File: src/rtl/dll_ctrl_pkg.sv
// Shared constants and state encoding for the eMMC DLL tap controller.
// Optional feature macro: DLL_TRACK_EN (closed-loop tracking while locked).
package dll_ctrl_pkg;

  localparam int N_TAPS         = 64;
  localparam int TAP_W          = 6;
  localparam int SETTLE_CYC     = 8;
  localparam int SETTLE_CYC_MIN = 3;
  localparam int LOCK_HITS      = 4;
  localparam int OUT_SHIFT      = 2;

  typedef logic [2:0] state_t;

  localparam state_t S_IDLE   = 3'd0;
  localparam state_t S_SETTLE = 3'd1;
  localparam state_t S_SAMPLE = 3'd2;
  localparam state_t S_LOCKED = 3'd3;
  localparam state_t S_FAIL   = 3'd4;

endpackage

File: src/rtl/dll_tap_decode.sv
// Binary tap index to one-low element select for the master chain.
// Optional feature macro: none.
module dll_tap_decode #(
  parameter int N_TAPS = dll_ctrl_pkg::N_TAPS,
  parameter int TAP_W  = dll_ctrl_pkg::TAP_W
) (
  input  logic [TAP_W-1:0]  tap,
  input  logic              en,
  output logic [N_TAPS-1:0] sel_n
);

  // one element turns the edge around; all high when disabled
  always_comb begin
    sel_n = '1;
    if (en) begin
      for (int i = 0; i < N_TAPS; i++) begin
        if (tap == TAP_W'(i)) sel_n[i] = 1'b0;
      end
    end
  end

endmodule

File: src/rtl/dll_tap_ctrl.sv
// Master DLL sweep/lock controller for the eMMC sampling clock path.
// Optional feature macro: DLL_TRACK_EN (keep tracking drift while locked).
module dll_tap_ctrl #(
  parameter int N_TAPS     = dll_ctrl_pkg::N_TAPS,
  parameter int TAP_W      = dll_ctrl_pkg::TAP_W,
  parameter int SETTLE_CYC = dll_ctrl_pkg::SETTLE_CYC,
  parameter int LOCK_HITS  = dll_ctrl_pkg::LOCK_HITS,
  parameter int OUT_SHIFT  = dll_ctrl_pkg::OUT_SHIFT
) (
  input  logic              clk,
  input  logic              rst_n,
  input  logic              start,
  input  logic              phase_early,
  output logic              dll_en,
  output logic [N_TAPS-1:0] sel_n,
  output logic              busy,
  output logic              locked,
  output logic              fail,
  output logic [TAP_W-1:0]  tap_lock,
  output logic [TAP_W-1:0]  tap_out
);

  import dll_ctrl_pkg::*;

  localparam int SET_EFF =
    (SETTLE_CYC < SETTLE_CYC_MIN) ? SETTLE_CYC_MIN : SETTLE_CYC;
  localparam int CNT_W = $clog2(SET_EFF + 1);
  localparam int HIT_W = $clog2(LOCK_HITS + 1);

  localparam logic [CNT_W-1:0] SET_LAST = CNT_W'(SET_EFF - 1);
  localparam logic [HIT_W-1:0] HIT_LAST = HIT_W'(LOCK_HITS - 1);
  localparam logic [TAP_W-1:0] TAP_MAX  = TAP_W'(N_TAPS - 1);

  state_t           state;
  logic [TAP_W-1:0] tap;
  logic [CNT_W-1:0] settle_cnt;
  logic [HIT_W-1:0] hit_cnt;
  logic             start_q;
  logic [1:0]       sync_q;
  logic             early;
  logic             go;
  logic [TAP_W-1:0] tap_inc;

  assign early   = sync_q[1];
  assign tap_inc = tap + TAP_W'(1);
  assign go      = start_q && (state == S_IDLE ||
                               state == S_LOCKED ||
                               state == S_FAIL);

`ifdef DLL_TRACK_EN
  localparam logic [CNT_W-1:0] TRK_LAST = CNT_W'(SET_EFF);
  logic             trk_dir;
  logic [TAP_W-1:0] tap_dec;
  assign tap_dec = tap - TAP_W'(1);
`endif

  dll_tap_decode #(
    .N_TAPS (N_TAPS),
    .TAP_W  (TAP_W)
  ) u_dec (
    .tap   (tap),
    .en    (dll_en),
    .sel_n (sel_n)
  );

  // sweep/lock state machine with registered outputs
  always_ff @(posedge clk or negedge rst_n) begin
    if (!rst_n) begin
      state      <= S_IDLE;
      tap        <= '0;
      settle_cnt <= '0;
      hit_cnt    <= '0;
      start_q    <= 1'b0;
      sync_q     <= 2'b00;
      dll_en     <= 1'b0;
      busy       <= 1'b0;
      locked     <= 1'b0;
      fail       <= 1'b0;
      tap_lock   <= '0;
      tap_out    <= '0;
`ifdef DLL_TRACK_EN
      trk_dir    <= 1'b0;
`endif
    end else begin
      start_q <= start;
      sync_q  <= {sync_q[0], phase_early};
      if (go) begin
        state      <= S_SETTLE;
        tap        <= '0;
        settle_cnt <= '0;
        hit_cnt    <= '0;
        dll_en     <= 1'b1;
        busy       <= 1'b1;
        locked     <= 1'b0;
        fail       <= 1'b0;
      end else begin
        case (state)
          S_SETTLE: begin
            if (settle_cnt == SET_LAST) begin
              settle_cnt <= '0;
              state      <= S_SAMPLE;
            end else begin
              settle_cnt <= settle_cnt + CNT_W'(1);
            end
          end
          S_SAMPLE: begin
            if (early) begin
              hit_cnt <= '0;
              if (tap == TAP_MAX) begin
                state  <= S_FAIL;
                busy   <= 1'b0;
                fail   <= 1'b1;
                dll_en <= 1'b0;
              end else begin
                tap   <= tap_inc;
                state <= S_SETTLE;
              end
            end else if (hit_cnt == HIT_LAST) begin
              hit_cnt  <= '0;
              state    <= S_LOCKED;
              busy     <= 1'b0;
              locked   <= 1'b1;
              tap_lock <= tap;
              tap_out  <= tap >> OUT_SHIFT;
`ifdef DLL_TRACK_EN
              trk_dir  <= 1'b0;
`endif
            end else begin
              hit_cnt <= hit_cnt + HIT_W'(1);
              state   <= S_SETTLE;
            end
          end
          S_LOCKED: begin
`ifdef DLL_TRACK_EN
            if (settle_cnt == TRK_LAST) begin
              settle_cnt <= '0;
              if (early != trk_dir) begin
                trk_dir <= early;
                hit_cnt <= HIT_W'(1);
              end else if (hit_cnt == HIT_LAST) begin
                hit_cnt <= '0;
                if (early && tap != TAP_MAX) begin
                  tap      <= tap_inc;
                  tap_lock <= tap_inc;
                  tap_out  <= tap_inc >> OUT_SHIFT;
                end else if (!early && tap != '0) begin
                  tap      <= tap_dec;
                  tap_lock <= tap_dec;
                  tap_out  <= tap_dec >> OUT_SHIFT;
                end
              end else begin
                hit_cnt <= hit_cnt + HIT_W'(1);
              end
            end else begin
              settle_cnt <= settle_cnt + CNT_W'(1);
            end
`endif
          end
          S_IDLE, S_FAIL: ;
          default: state <= S_IDLE;
        endcase
      end
    end
  end

endmodule

File: config.mk
export PLATFORM = sky130hd
export DESIGN_NAME = dll_tap_ctrl
export DESIGN_NICKNAME = d
export VERILOG_FILES = /design/src/rtl/dll_ctrl_pkg.sv /design/src/rtl/dll_tap_decode.sv /design/src/rtl/dll_tap_ctrl.sv
export SDC_FILE = /design/constraint.sdc
export NUM_CORES = 1
export LEC_CHECK = 0
export CAP_MARGIN = 30
export CORE_MARGIN = 2
export CORE_UTILIZATION = 30
export CTS_BUF_LIST = sky130_fd_sc_hd__clkbuf_2 sky130_fd_sc_hd__clkbuf_4 sky130_fd_sc_hd__clkbuf_8
export DETAILED_ROUTE_END_ITERATION = 16
export PLACE_DENSITY = 0.63
export REMOVE_ABC_BUFFERS = 1
export SLEW_MARGIN = 20
export SYNTH_ARGS = -nofsm -noshare
export SYNTH_HDL_FRONTEND = slang
export SYNTH_SLANG_ARGS = --single-unit
File: constraint.sdc
create_clock -name clk -period 3 [get_ports clk]
set_clock_uncertainty 0.2 [all_clocks]
set_input_delay 0.3 -clock clk [delete_from_list [all_inputs] [get_ports clk]]
set_output_delay 0.3 -clock clk [all_outputs]
set_load 0.02 [all_outputs]
**Word-level counts from Yosys, hierarchy flattened**

Cells that the tools add are included.
W data, S select, Z words.

- Multipliers: 0
- Div/mod/pow operators: 0
- Bitwise gates (word level): 2
- Equal/unequal tests: 74
- Reductions and logical operators: 18
- Muxes and demuxes: 98
- Add/sub/neg operators: 3
- Shifts and indexed selects: 0
- $lt $le $gt $ge: 0

Operator list:

| cell | number |
|---|---|
| $eq A6 B6 Y1 const B | 32 |
| $eq A6 B5 Y1 const B | 16 |
| $mux W1 | 80 |
| $mux W64 | 1 |
| $eq A6 B4 Y1 const B | 8 |
| $eq A6 B3 Y1 const B | 4 |
| $mux W3 | 8 |
| $mux W6 | 4 |
| $eq A6 B2 Y1 const B | 2 |
| $mux W4 | 3 |
| $reduce_and A3 Y1 | 4 |
| $reduce_bool A2 Y1 | 5 |
| $eq A3 B2 Y1 const B | 3 |
| $pmux W3 S3 | 1 |
| $add A6 B1 Y6 const B | 1 |
| $eq A6 B1 Y1 const B | 1 |
| $logic_not A6 Y1 | 1 |
| $add A4 B1 Y4 const B | 1 |
| $eq A4 B3 Y1 const B | 1 |
| $ne A2 B1 Y1 const B | 2 |
| $reduce_and A4 Y1 | 1 |
| $add A3 B1 Y3 const B | 1 |
| $eq A3 B1 Y1 const B | 1 |
| $eq A3 B3 Y1 const B | 1 |
| other kinds (11) | 13 |

- Memory bits (writable): 0
- Input bits: 4
- Register bits after elaboration: 33
- Output and inout bits: 80
- Logic and storage cells: 207
- ROM bits: 0
- Memories kept: 0
- Latch bits: 0

**Longest topological paths before layout**

Gate-level depths: netlist (run 1).

- Depth after elaboration: 6
- Depth in mapped cells: 6

**Modules after synthesis**

From an unflattened synthesis (run 1), not the netlist that was laid out.

- Cells, all modules: 228
- Area total of the unflattened synthesis: 1971.9 µm²

Modules (own cells, without submodules):

| module | cells an instance | area each (µm²) | times used |
|---|---|---|---|
| dll_tap_ctrl | 133 | 1426.4 | 1 |
| dll_tap_decode | 95 | 545.5 | 1 |

**Worst setup path before layout (run 1)**

OpenSTA, ideal clock, no wires.

- Path type: register to output
- Start point: register tap[5]
- End point: output sel_n[0]
- Cell stages (with the launch flop): 5
- Buffers on the path: 2
- Arrival: 1502 ps
- Setup slack: 998 ps
- Cell sequence: dfrtp_1 clkbuf_1 nor3b_1 clkbuf_1 nand2_1

- Word-level cells in the longest chain between the ends: 3

RTL lines:

| item | line | RTL |
|---|---|---|
| start: declaration | dll_tap_ctrl.sv:35 | `logic [TAP_W-1:0] tap;` |
| start signal: assignment | dll_tap_ctrl.sv:115 | `tap <= tap_inc;` |
| $logic_not A6 Y1 | dll_tap_decode.sv:17 | `if (tap == TAP_W'(i)) sel_n[i] = 1'b0;` |
| $mux W1 | dll_tap_decode.sv:17 |  |
| $mux W64 | dll_tap_decode.sv:15 | `if (en) begin` |
| end: declaration | dll_tap_ctrl.sv:15 | `output logic [N_TAPS-1:0] sel_n,` |

Every way passes these cells.

**Final worst setup path (run 1)**

- Start point: register tap[0]
- End point: output sel_n[16]

- Word-level cells in the longest chain between the ends: 3

RTL lines:

| item | line |
|---|---|
| $eq A6 B5 Y1 | dll_tap_decode.sv:17 |
| $mux W1 | dll_tap_decode.sv:17 |
| $mux W64 | dll_tap_decode.sv:15 |

Every way passes these cells.

==> run summary, run 1 <==
status: complete, no violations
Async SR Flop Fraction: 1.00
Synth Register Bits: 29
die area: 6760 µm²
WP data arrival: 2.14 ns
Worst Tran Pin Value: 0.671 ns
Detail Placement HPWL: 3.48 mm
first-pass GRT wire length: 7.30 mm
CTS clk-pin slew, worst paths: 0.06 ns
Worst path top cell family by delay: buffers and inverters
Fin Hold WS: 0.148 ns
cts repair resizes: 0
CP max-delay cell: clkdlybuf4s50_1
RSZ-0062 raised after global routing: false
setup TNS: 0 ns
Worst Setup SP: tap[0]
EDFF count, synth: 0
Die Ht: 82.2 µm
layout cells sized above 1: 0.0691
root buffer cell: clkbuf_8
worst path cell trace: inv_1 > ha_1 > nor3b_1 > nand2_1 > clkdlybuf4s50_1
Starting Density: 0.310
delay of the slowest critical-path stage: 0.56 ns
Worst setup SP type: flop
routability cong.: 0.769
total wire length: 4.75 mm
die width: 82.2 µm
CP endpoint kind: output port
ant diodes: 0
worst reg-to-reg path cell count: 3
Peak VDD IR: 410 µV
IO buf count: 81
Post-synth top flop: dfrtp_1
most frequent cells in the layout: clkdlybuf4s50_1, nand2_1, dfrtp_1
GR Util All Layers: 0.141
library cells used by synthesis: 38
hold_buf cts: 0
htree depth: 2
routed len/inst: 12.5 µm
CORE AREA: 5920 µm²
number of global-route vias before repair: 1517
antenna violations before repair: 0
Synth warnings: 0
CTS Buffer Depth: 2
Avg Vias per Cell: 4.64
drt first-iter violations: 68
Post-Syn Area: 1840 µm²
fin crit share: 0.881
Hold Vio Cnt, Final: 0
CTS Sinks: 29
largest net degree at the start of global routing: 30
syn avg cell area: 8.02 µm²
row count: 28
power consumption: 1.16 mW
total I/O pin count: 84
top cell type's share of synthesized area: 0.395
DP Worst Slack: 0.662 ns
Max FO, Critical Path: 5
Antenna Nets Post-Route: 0
Synth area leaders: dfrtp_1, nand2_1, nor2_1
Vias: 1758
Pwr Density: 419 nW/µm²
CTS tree: built
Crit. path cell count: 5
worst min path class: reg -> reg
drt first pass iters: 4
Slew Viols, Final: 0
Worst Setup Slack, final: 0.356 ns
Reg-to-Reg End: tap_lock[4]
area delta synth->final: 51.3%
utilization after layout: 0.469
worst r2r src: state[1]
synthesized instance count: 229
CP Class: reg -> out
Period minus WS final: 2.64 ns
most common cell after layout, fill and taps aside: clkdlybuf4s50_1
CP endpoint: sel_n[16]
cts bufs inserted: 5
count of final setup violators: 0
Max Cap Viol: 0
f_max: 378 MHz
Post-route DRC: 0
GRT overflow: 0
slew margin rel.: 0.552
leakage power figure: 1.18 nW
Worst Path Buf+Inv: 2
worst skew pair latency: 0.28 ns
Synth area leader: dfrtp_1
worst reg-to-reg setup slack: 0.78 ns
nets: 313
Worst Path Required: 2.50 ns
sequential-to-total area share from yosys stat: 0.395
Post-CTS Setup Bufs: 0
-- worst reg2reg max path, stage by stage (launching register included) --
cell and delay (ns):
dfrtp_1 0.50, or3b_4 0.45, or3b_1 0.59, mux2_4 0.38
-- metrics by stage --
stage               area (µm²)  instances
finish                    2780        379
global route              2780        379
CTS                       2780        379
detailed placement        2680        371
global placement          2680        371
floorplan                 1730        210
-- synthesized netlist by cell type (all sizes together) (2+ instances only) --
| cell type | instances |
|---|---|
| o21ai | 4 |
| nor2b | 5 |
| a22oi | 2 |
| mux2i | 3 |
| inv | 4 |
| a22o | 2 |
| nor3b | 3 |
| and2 | 10 |
| a21oi | 3 |
| buf | 9 |
| clkbuf | 11 |
| nand3 | 4 |
| nor3 | 2 |
| a211oi | 3 |
| nand2 | 76 |
| or3b | 2 |
| and3b | 2 |
| ha | 6 |
| nand2b | 3 |
| xnor2 | 2 |
| and3 | 5 |
| mux2 | 5 |
| a21o | 3 |
| nor2 | 22 |
| dfrtp | 29 |
-- report_power, final --
| group | internal, mW | switching, mW |
|---|---|---|
| logic | 0.144 | 0.171 |
| clock network | 0.207 | 0.146 |
| registers | 0.441 | 0.0554 |
| total | 0.792 | 0.372 |
-- flip-flops by register name (all words and copies together) (netlist names) --
name and count:
hit_cnt 3, tap 6, busy 1, start_q 1
state 3, dll_en 1, fail 1, tap_lock 6
sync_q 2, locked 1, settle_cnt 4
-- area by class of cell --
cell class	count	area, µm²
Fill cell	587	3140
Multi-Input combinational cell	177	993
Timing Repair Buffer	86	848
Sequential cell	29	726
Clock buffer	7	96.3
Tap cell	75	93.8
Inverter	4	15.0
Clock inverter	1	5.00
-- per-layer routing --
layer	GRT usage	part of all wire	vias to the layer above
li1	-	-	880
met1	0.169	0.44	807
met2	0.244	0.46	67
met3	0.0467	0.092	4
met4	0.0300	0.0059	0
met5	0	0	-
-- logic make-up after synthesis --
| family | count (synthesis) | share of synthesized area |
|---|---|---|
| and+or+nand+nor | 137 | 0.342 |
| DFF | 29 | 0.395 |
| buffers and inverters | 24 | 0.0682 |
| AOI/OAI and AO/OA | 21 | 0.0818 |
| muxes | 8 | 0.0552 |
| adders and majority gates | 6 | 0.0409 |
| xor gates and xnor gates | 3 | 0.0143 |
| other | 1 | 0.00204 |
-- how the worst min path moves through the flow --
stage | startpoint | end | cells after the start
floorplan | rst_n | busy | 0
global placement | sync_q[0] | sync_q[1] | 0
detailed placement | sync_q[0] | sync_q[1] | 0
CTS | sync_q[0] | sync_q[1] | 0
global route | sync_q[0] | sync_q[1] | 0
finish | sync_q[0] | sync_q[1] | 0
Power figures use the tool's default switching activity.
==> run 2: changes to the inputs <==
- CELL_PAD_IN_SITES_DETAIL_PLACEMENT: default -> 2
- CELL_PAD_IN_SITES_GLOBAL_PLACEMENT: default -> 2
- CORE_UTILIZATION: 30 -> 25
- PLACE_DENSITY: 0.63 -> 0.9
==> run summary, run 2 (same netlist as run 1, synthesis figures left out) <==
status: complete, no violations
ant diodes: 0
RSZ-0062 raised after global routing: false
Antenna Nets Post-Route: 0
f_max: 372 MHz
CTS Buffer Depth: 2
power consumption: 1.19 mW
Worst Path Required: 2.50 ns
nets: 313
die area: 8040 µm²
layout cells sized above 1: 0.0691
Avg Vias per Cell: 4.57
htree depth: 2
register area: 726 µm²
row count: 31
Worst Setup Slack, final: 0.314 ns
routability cong.: 0.718
worst skew pair latency: 0.28 ns
area delta synth->final: 53.0%
total I/O pin count: 84
number of global-route vias before repair: 1989
Filler cells: 822
worst min path class: reg -> reg
Slew Viols, Final: 0
Vias: 1842
Reg-to-Reg End: tap[5]
Peak VDD IR: 301 µV
fin crit share: 0.895
Hold Vio Cnt, Final: 0
first-pass GRT wire length: 9.89 mm
most frequent cells in the layout: clkdlybuf4s50_1, nand2_1, dfrtp_1
Period minus WS final: 2.69 ns
Pwr Density: 423 nW/µm²
slew margin rel.: 0.521
most common cell after layout, fill and taps aside: clkdlybuf4s50_1
largest net degree at the start of global routing: 30
CP endpoint: sel_n[0]
cts bufs inserted: 5
Starting Density: 0.256
worst reg-to-reg setup slack: 0.73 ns
utilization after layout: 0.391
Multi-input gate area: 993 µm²
DP Worst Slack: 0.606 ns
worst r2r src: tap[0]
Post-CTS Setup Bufs: 0
total wire length: 6.18 mm
CP Class: reg -> out
antenna violations before repair: 0
Max FO, Critical Path: 5
Worst Tran Pin Value: 0.716 ns
routed len/inst: 15.3 µm
Worst setup SP type: flop
root buffer cell: clkbuf_8
Max Cap Viol: 0
CTS Sinks: 29
placed instance area: 2710 µm²
Die Ht: 89.7 µm
IO buf count: 81
CORE AREA: 7180 µm²
hold_buf cts: 0
Worst Setup SP: tap[0]
die width: 89.7 µm
Post-route DRC: 0
worst reg-to-reg path cell count: 5
GR Util All Layers: 0.160
CTS tree: built
setup TNS: 0 ns
leakage power figure: 1.18 nW
Post-Layout Cell Count: 403
GRT overflow: 0
Fin Hold WS: 0.155 ns
CP endpoint kind: output port
Detail Placement HPWL: 4.90 mm
drt first pass iters: 4
placed insts: 395
final instance area: 2810 µm²
CTS clk-pin slew, worst paths: 0.06 ns
top flop regs: tap x6, tap_lock x6, settle_cnt x4
WP data arrival: 2.19 ns
count of final setup violators: 0
drt first-iter violations: 53
cts repair resizes: 0
run 2: area by class of cell:
| cell class | count | share of cell area |
|---|---|---|
| inverters | 4 | 0.00535 |
| flip-flops and latches | 29 | 0.258 |
| multi-input cells | 177 | 0.354 |
| clock inverters | 1 | 0.00178 |
| repair buffers | 86 | 0.302 |
| clock buffers | 7 | 0.0343 |
| well taps | 99 | 0.0441 |
run 2: worst min-delay path by stage:
stage,depth (start not counted),end,startpoint
finish,0,sync_q[1],sync_q[0]
global placement,0,sync_q[1],sync_q[0]
floorplan,0,busy,rst_n
global route,0,sync_q[1],sync_q[0]
CTS,0,sync_q[1],sync_q[0]
detailed placement,0,sync_q[1],sync_q[0]
run 2: per-layer routing:
layer,share of wire,global-route usage,vias up
met5,0,0,-
met2,0.51,0.301,70
met1,0.40,0.180,886
met3,0.082,0.0402,5
li1,-,-,881
met4,0.0094,0.0366,0
run 2: critical path, stage by stage (launching register included):
cell and delay (ns):
dfrtp_1 0.44, inv_1 0.12, ha_1 0.20, nor3b_1 0.46, nand2_1 0.14, clkdlybuf4s50_1 0.56
run 2: power breakdown:
| group | switching [mW] | internal (mW) | leakage [nW] |
|---|---|---|---|
| Combinational | 0.183 | 0.145 | 0.747 |
| Clock | 0.149 | 0.207 | 0.0542 |
| Sequential | 0.0612 | 0.441 | 0.378 |
==> run 3: changes to the inputs <==
- CTS_BUF_LIST: sky130_fd_sc_hd__clkbuf_2 sky130_fd_sc_hd__clkbuf_4 sky130_fd_sc_hd__clkbuf_8 -> sky130_fd_sc_hd__clkbuf_4 sky130_fd_sc_hd__clkbuf_8
==> results of run 3 <==
Final layout, timing and power as in run 2 (identical DEF).
